### config.mk
export PLATFORM = sky130hd
export DESIGN_NAME = ldm_stm_seq
export DESIGN_NICKNAME = d
export VERILOG_FILES = /design/src/rtl/ldm_stm_seq.sv
export SDC_FILE = /design/constraint.sdc
export NUM_CORES = 1
export LEC_CHECK = 0
export ABC_AREA = 1
export BUFFER_PORTS_ARGS = -buffer_cell sky130_fd_sc_hd__buf_2
export CORE_UTILIZATION = 56
export CTS_BUF_LIST = sky130_fd_sc_hd__clkbuf_4
export DETAILED_ROUTE_END_ITERATION = 6
export GPL_ROUTABILITY_DRIVEN = 0
export HOLD_SLACK_MARGIN = 0.06
export PLACE_DENSITY = 0.87
export SYNTH_ARGS = -nofsm -noshare
export SYNTH_HDL_FRONTEND = slang
export SYNTH_SLANG_ARGS = --single-unit
### constraint.sdc
create_clock -name clk -period 6.9 [get_ports clk]
set_clock_uncertainty 0.2 [all_clocks]
set_input_delay 1.38 -clock clk [delete_from_list [all_inputs] [get_ports clk]]
set_output_delay 1.38 -clock clk [all_outputs]
set_load 0.005 [all_outputs]
### src/rtl/ldm_stm_seq.sv
// Block-transfer sequencer for LDM/STM: walks a 16-bit register list lowest-first,
// issuing one word access per memory handshake and producing the written-back base.
module ldm_stm_seq #(
  parameter int DATA_W     = 32,
  parameter int WORD_BYTES = 4
) (
  input  logic              clk,
  input  logic              rst_n,
  input  logic              start,
  input  logic              is_load,
  input  logic              up,
  input  logic              pre,
  input  logic [15:0]       reg_list,
  input  logic [DATA_W-1:0] base_addr,
  output logic              busy,
  output logic              done,
  output logic [DATA_W-1:0] wb_base,
  output logic              mem_req,
  output logic              mem_we,
  output logic [DATA_W-1:0] mem_addr,
  output logic [DATA_W-1:0] mem_wdata,
  input  logic              mem_ready,
  input  logic [DATA_W-1:0] mem_rdata,
  output logic [3:0]        rf_rd_addr,
  output logic              rf_w_en,
  output logic [DATA_W-1:0] rf_wr_data,
  output logic [3:0]        rf_rm_addr,
  input  logic [DATA_W-1:0] rf_rm_data
);

  localparam logic [DATA_W-1:0] WB = DATA_W'(WORD_BYTES);

  typedef enum logic [1:0] {
    S_IDLE  = 2'd0,
    S_SETUP = 2'd1,
    S_XFER  = 2'd2,
    S_DONE  = 2'd3
  } state_t;

  state_t            state_q, state_d;
  logic              is_load_q, is_load_d;
  logic              up_q, up_d;
  logic              pre_q, pre_d;
  logic [15:0]       mask_q, mask_d;
  logic [DATA_W-1:0] wb_base_q, wb_base_d;
  logic [DATA_W-1:0] base_q, base_d;
  logic [DATA_W-1:0] addr_q, addr_d;

  logic [3:0]        cur;
  logic [DATA_W-1:0] span;

  function automatic logic [4:0] popcount16(input logic [15:0] v);
    logic [4:0] c;
    c = '0;
    for (int i = 0; i < 16; i++) c = c + {4'd0, v[i]};
    return c;
  endfunction

  function automatic logic [3:0] lowest_set(input logic [15:0] v);
    logic [3:0] idx;
    idx = '0;
    for (int i = 15; i >= 0; i--) if (v[i]) idx = 4'(i);
    return idx;
  endfunction

  always_comb begin
    cur  = lowest_set(mask_q);
    span = DATA_W'(popcount16(mask_q)) * WB;
  end

  always_comb begin
    state_d    = state_q;
    is_load_d  = is_load_q;
    up_d       = up_q;
    pre_d      = pre_q;
    mask_d     = mask_q;
    wb_base_d  = wb_base_q;
    base_d     = base_q;
    addr_d     = addr_q;
    busy       = 1'b0;
    done       = 1'b0;
    mem_req    = 1'b0;
    mem_we     = 1'b0;
    mem_addr   = '0;
    mem_wdata  = '0;
    rf_rd_addr = '0;
    rf_w_en    = 1'b0;
    rf_wr_data = '0;
    rf_rm_addr = '0;

    case (state_q)
      S_IDLE: begin
        if (start) begin
          is_load_d = is_load;
          up_d      = up;
          pre_d     = pre;
          mask_d    = reg_list;
          base_d    = base_addr;
          state_d   = S_SETUP;
        end
      end

      S_SETUP: begin
        busy = 1'b1;
        // Every mode transfers ascending; only the lowest address differs.
        if (up_q) begin
          wb_base_d = base_q + span;
          addr_d    = pre_q ? base_q + WB : base_q;
        end else begin
          wb_base_d = base_q - span;
          addr_d    = pre_q ? base_q - span : base_q - span + WB;
        end
        state_d = (mask_q == 16'd0) ? S_DONE : S_XFER;
      end

      S_XFER: begin
        busy     = 1'b1;
        mem_req  = 1'b1;
        mem_we   = ~is_load_q;
        mem_addr = addr_q;
        if (!is_load_q) begin
          rf_rm_addr = cur;
          mem_wdata  = rf_rm_data;
        end
        if (mem_ready) begin
          if (is_load_q) begin
            rf_w_en    = 1'b1;
            rf_rd_addr = cur;
            rf_wr_data = mem_rdata;
          end
          mask_d = mask_q & (mask_q - 16'd1);
          addr_d = addr_q + WB;
          if (mask_d == 16'd0) state_d = S_DONE;
        end
      end

      S_DONE: begin
        done    = 1'b1;
        state_d = S_IDLE;
      end

      default: state_d = S_IDLE;
    endcase
  end

  assign wb_base = wb_base_q;

  always_ff @(posedge clk or negedge rst_n) begin
    if (!rst_n) begin
      state_q   <= S_IDLE;
      is_load_q <= 1'b0;
      up_q      <= 1'b0;
      pre_q     <= 1'b0;
      mask_q    <= '0;
      wb_base_q <= '0;
    end else begin
      state_q   <= state_d;
      is_load_q <= is_load_d;
      up_q      <= up_d;
      pre_q     <= pre_d;
      mask_q    <= mask_d;
      wb_base_q <= wb_base_d;
    end
  end

  // Address datapath: never observed outside XFER, so it carries no reset.
  always_ff @(posedge clk) begin
    base_q <= base_d;
    addr_q <= addr_d;
  end

endmodule
==> metrics.txt <==
outcome complete, but fails checks; violated checks DRC; number of I/O pins 260; remaining max-slew budget at the tightest pin 0.329; cell taking the most area after synthesis sky130_fd_sc_hd__edfxtp_1; flops & latches, synth 117; path type of the worst setup path reg2reg; unrepaired setup endpoints after global routing no; final setup vio count 0; wire length of the first global-routing pass 52,300 um; number of max-cap violations 0; overall die width 140 um; Critical Path Sink Type register; share of layout cells above drive strength 1 0.183; final critical-path share of the clock period 0.915; via count of the first global-routing pass 10,400; largest cells by area after synthesis sky130_fd_sc_hd__edfxtp_1 (18%), sky130_fd_sc_hd__nand2_1 (15%), sky130_fd_sc_hd__dfrtp_1 (12%); r2r endpoint addr_q[26]; number of vias per cell after detailed routing 5.62; sum of net half-perimeters after detailed placement 25,900 um; Synth top area share 0.180; number of instances in the synthesized netlist 1,678; reg-to-reg setup timing slack 0.59 ns; element type at the critical path start register; number of DRC markers after the initial detailed-route iteration 1,495; register clock-pin slew on the reported worst setup and hold paths 0.11 ns; clock tree buffer depth 2; fmax 158 MHz; depth of the worst register-to-register path 26; total congestion overflow after global routing 0; post-CTS setup repair buffer count 0; CP Data Required Time 7.03 ns; Worst Hold Depth 2; post-synthesis sequential area ratio 0.305; TritonCTS Buffers 17; clock latency on the worst-skew pair 0.57 ns; Root Buffer sky130_fd_sc_hd__clkbuf_4; number of antenna violations at the first check in global routing 2; TritonCTS clock tree done; synth unique cells 46; antenna-violating nets left 0; total of hold buffers inserted after clock tree synthesis 0; number of port buffers 259; clock period minus worst slack 6.31 ns; DRC violation count after routing 3; Top FF cell, synth sky130_fd_sc_hd__edfxtp_1; Initial Util 0.571; Reg-to-Reg Start mask_q[1]; die outline area 0.0196 mm2; area added between synthesis and finish 15.5%; Routed WL per cell 15.6 um; Crit path arrival time 6.44 ns; die boundary height 140 um; # clock sinks 117; via count of the routed design 12,100; core outline area 0.0186 mm2; final total negative setup slack 0 ns; maximum number of pins on one net before global-route repair 86; GRT Util Overall 0.341; Crit Path Max Fanout 9; netlist area before placement 0.0106 mm2; Final nets 2,060; slew at the pin closest to its max-slew limit 1.01 ns; count of final max-slew check failures 0; Hold Vio Cnt, Final 0; proportion of synthesized flip-flops having asynchronous set or reset 0.453; count of yosys warnings during synthesis 0; post-cts gate resize count 0; detailed-routing iteration count for the pre-antenna-repair pass 7; average instance area after synthesis 6.35 um2; CTS H-tree depth 4; number of enable flip-flop cells after synthesis 64; Worst Hold End wb_base[16]; classification of the worst-slack hold path reg2reg; Worst Hold Launch wb_base[16]; Net Count, Synth 1,835; Placement Rows 50; total routed wirelength 33,500 um
worst max path at each step:
stage | slack (ns) | end | startpoint
floorplan | 1.37 | addr_q[25] | mask_q[1]
global placement | 0.92 | addr_q[26] | mask_q[1]
detailed placement | 0.73 | addr_q[26] | mask_q[1]
CTS | 0.70 | addr_q[26] | mask_q[1]
global route | 0.29 | addr_q[19] | mask_q[0]
finish | 0.59 | addr_q[26] | mask_q[1]
flip-flops by register name, summed over array words and instances, names as in the netlist:
name,count
up_q,1
is_load_q,1
wb_base,32
pre_q,1
mask_q,16
base_q,32
addr_q,32
state_q,2
kinds of logic (layout without fill, tap and decap cells):
logic type               count (synthesis)  in the layout  share of synthesized area
AND/OR/NAND/NOR                        950            950                      0.379
buffers and inverters                  321            559                      0.117
AO/OA/AOI/OAI                          210            210                      0.112
flip-flops                             117            117                      0.305
XOR/XNOR                                42             42                     0.0345
adder cells (fa/ha/maj)                 38             38                     0.0531
other                                    0              1                          0
cells in the final DEF, fill, tap and decap left out, types with 8 or more instances in the layout:
master and instances:
sky130_fd_sc_hd__o21ai_0 98, sky130_fd_sc_hd__a21oi_1 53, sky130_fd_sc_hd__nor2_2 16, sky130_fd_sc_hd__inv_1 249, sky130_fd_sc_hd__dfrtp_1 52, sky130_fd_sc_hd__fa_1 12, sky130_fd_sc_hd__clkbuf_4 19, sky130_fd_sc_hd__xor2_1 32
sky130_fd_sc_hd__buf_2 259, sky130_fd_sc_hd__ha_1 25, sky130_fd_sc_hd__buf_4 10, sky130_fd_sc_hd__nand2_1 428, sky130_fd_sc_hd__nand3_1 133, sky130_fd_sc_hd__xnor2_1 10, sky130_fd_sc_hd__edfxtp_1 64, sky130_fd_sc_hd__nand4_1 25
sky130_fd_sc_hd__nor3_1 19, sky130_fd_sc_hd__a31oi_1 14, sky130_fd_sc_hd__nor2_1 284, sky130_fd_sc_hd__or2_2 8, sky130_fd_sc_hd__o211ai_1 16
routing by layer:
metal | global-route usage | vias to the layer above | wire, um
met5 | 0 | - | 13
met2 | 0.506 | 864 | 14300
li1 | - | 5789 | -
met4 | 0.137 | 2 | 1280
met1 | 0.479 | 5297 | 13600
met3 | 0.0790 | 132 | 4430
layout make-up:
class | instances | area [um2]
Fill cell | 1691 | 6350
Multi-Input combinational cell | 1240 | 6160
Sequential cell | 117 | 3250
Timing Repair Buffer | 269 | 1370
Inverter | 258 | 968
Tap cell | 234 | 293
Clock buffer | 19 | 143
Clock inverter | 13 | 106
Antenna cell | 1 | 2.50
synth_stat cells (2+ instances only):
| cell type | count |
|---|---|
| sky130_fd_sc_hd__nand2_1 | 428 |
| sky130_fd_sc_hd__nor2_1 | 284 |
| sky130_fd_sc_hd__inv_1 | 250 |
| sky130_fd_sc_hd__nand3_1 | 133 |
| sky130_fd_sc_hd__o21ai_0 | 98 |
| sky130_fd_sc_hd__edfxtp_1 | 64 |
| sky130_fd_sc_hd__a21oi_1 | 54 |
| sky130_fd_sc_hd__dfrtp_1 | 53 |
| sky130_fd_sc_hd__clkbuf_1 | 40 |
| sky130_fd_sc_hd__xor2_1 | 32 |
| sky130_fd_sc_hd__ha_1 | 26 |
| sky130_fd_sc_hd__nand4_1 | 25 |
| sky130_fd_sc_hd__nor3_1 | 19 |
| sky130_fd_sc_hd__nor2_2 | 16 |
| sky130_fd_sc_hd__o211ai_1 | 16 |
| sky130_fd_sc_hd__a31oi_1 | 14 |
| sky130_fd_sc_hd__fa_1 | 12 |
| sky130_fd_sc_hd__buf_2 | 10 |
| sky130_fd_sc_hd__xnor2_1 | 10 |
| sky130_fd_sc_hd__buf_1 | 8 |
| sky130_fd_sc_hd__or2_2 | 8 |
| sky130_fd_sc_hd__nand2_2 | 7 |
| sky130_fd_sc_hd__o22ai_1 | 7 |
| sky130_fd_sc_hd__o31ai_1 | 7 |
| sky130_fd_sc_hd__nand3b_1 | 6 |
| sky130_fd_sc_hd__nor2_4 | 6 |
| sky130_fd_sc_hd__nor4_1 | 6 |
| sky130_fd_sc_hd__inv_2 | 5 |
| sky130_fd_sc_hd__and2_1 | 3 |
| sky130_fd_sc_hd__buf_4 | 3 |
| sky130_fd_sc_hd__clkinv_1 | 3 |
| sky130_fd_sc_hd__nand3_2 | 3 |
| sky130_fd_sc_hd__o21ai_1 | 3 |
| sky130_fd_sc_hd__o221ai_1 | 3 |
| sky130_fd_sc_hd__a21oi_4 | 2 |
| sky130_fd_sc_hd__and3_1 | 2 |
| sky130_fd_sc_hd__buf_6 | 2 |
| sky130_fd_sc_hd__nor3b_1 | 2 |
through the flow:
stage | area, um2 | cells | util | hold slack [ns] | setup slack (ns)
2_1_floorplan | 10600 | 1678 | - | 0.273 | 1.37
3_3_place_gp | 12000 | 2118 | 0.646 | 0.258 | 0.923
3_5_place_dp | 12000 | 2118 | 0.646 | 0.261 | 0.726
4_1_cts | 12300 | 2150 | 0.659 | 0.288 | 0.704
5_1_grt | 12300 | 2151 | 0.660 | 0.310 | 0.291
6_report | 12300 | 2151 | 0.660 | 0.288 | 0.586
critical path: stages, from the launching register on:
cell	delay, ns
sky130_fd_sc_hd__dfrtp_1	0.41
sky130_fd_sc_hd__inv_1	0.17
sky130_fd_sc_hd__fa_1	0.47
sky130_fd_sc_hd__fa_1	0.55
sky130_fd_sc_hd__fa_1	0.44
sky130_fd_sc_hd__fa_1	0.49
sky130_fd_sc_hd__inv_1	0.04
sky130_fd_sc_hd__ha_1	0.21
sky130_fd_sc_hd__fa_1	0.39
sky130_fd_sc_hd__nand2_1	0.11
sky130_fd_sc_hd__inv_1	0.04
sky130_fd_sc_hd__nor2_1	0.14
sky130_fd_sc_hd__ha_1	0.41
sky130_fd_sc_hd__nor2_2	0.18
sky130_fd_sc_hd__nand2_1	0.11
sky130_fd_sc_hd__nand2_2	0.14
sky130_fd_sc_hd__nand2_1	0.07
sky130_fd_sc_hd__nand2_1	0.15
sky130_fd_sc_hd__nand2_1	0.12
sky130_fd_sc_hd__nor2_1	0.14
sky130_fd_sc_hd__nand3_1	0.10
sky130_fd_sc_hd__nor2_1	0.21
sky130_fd_sc_hd__nand3_2	0.16
sky130_fd_sc_hd__nor2_2	0.17
sky130_fd_sc_hd__nand3_1	0.10
sky130_fd_sc_hd__a21oi_1	0.29
sky130_fd_sc_hd__nor2_1	0.07
Power is not shown: default switching activity piles up to over one toggle a cycle in this logic, so the estimate is an artifact.
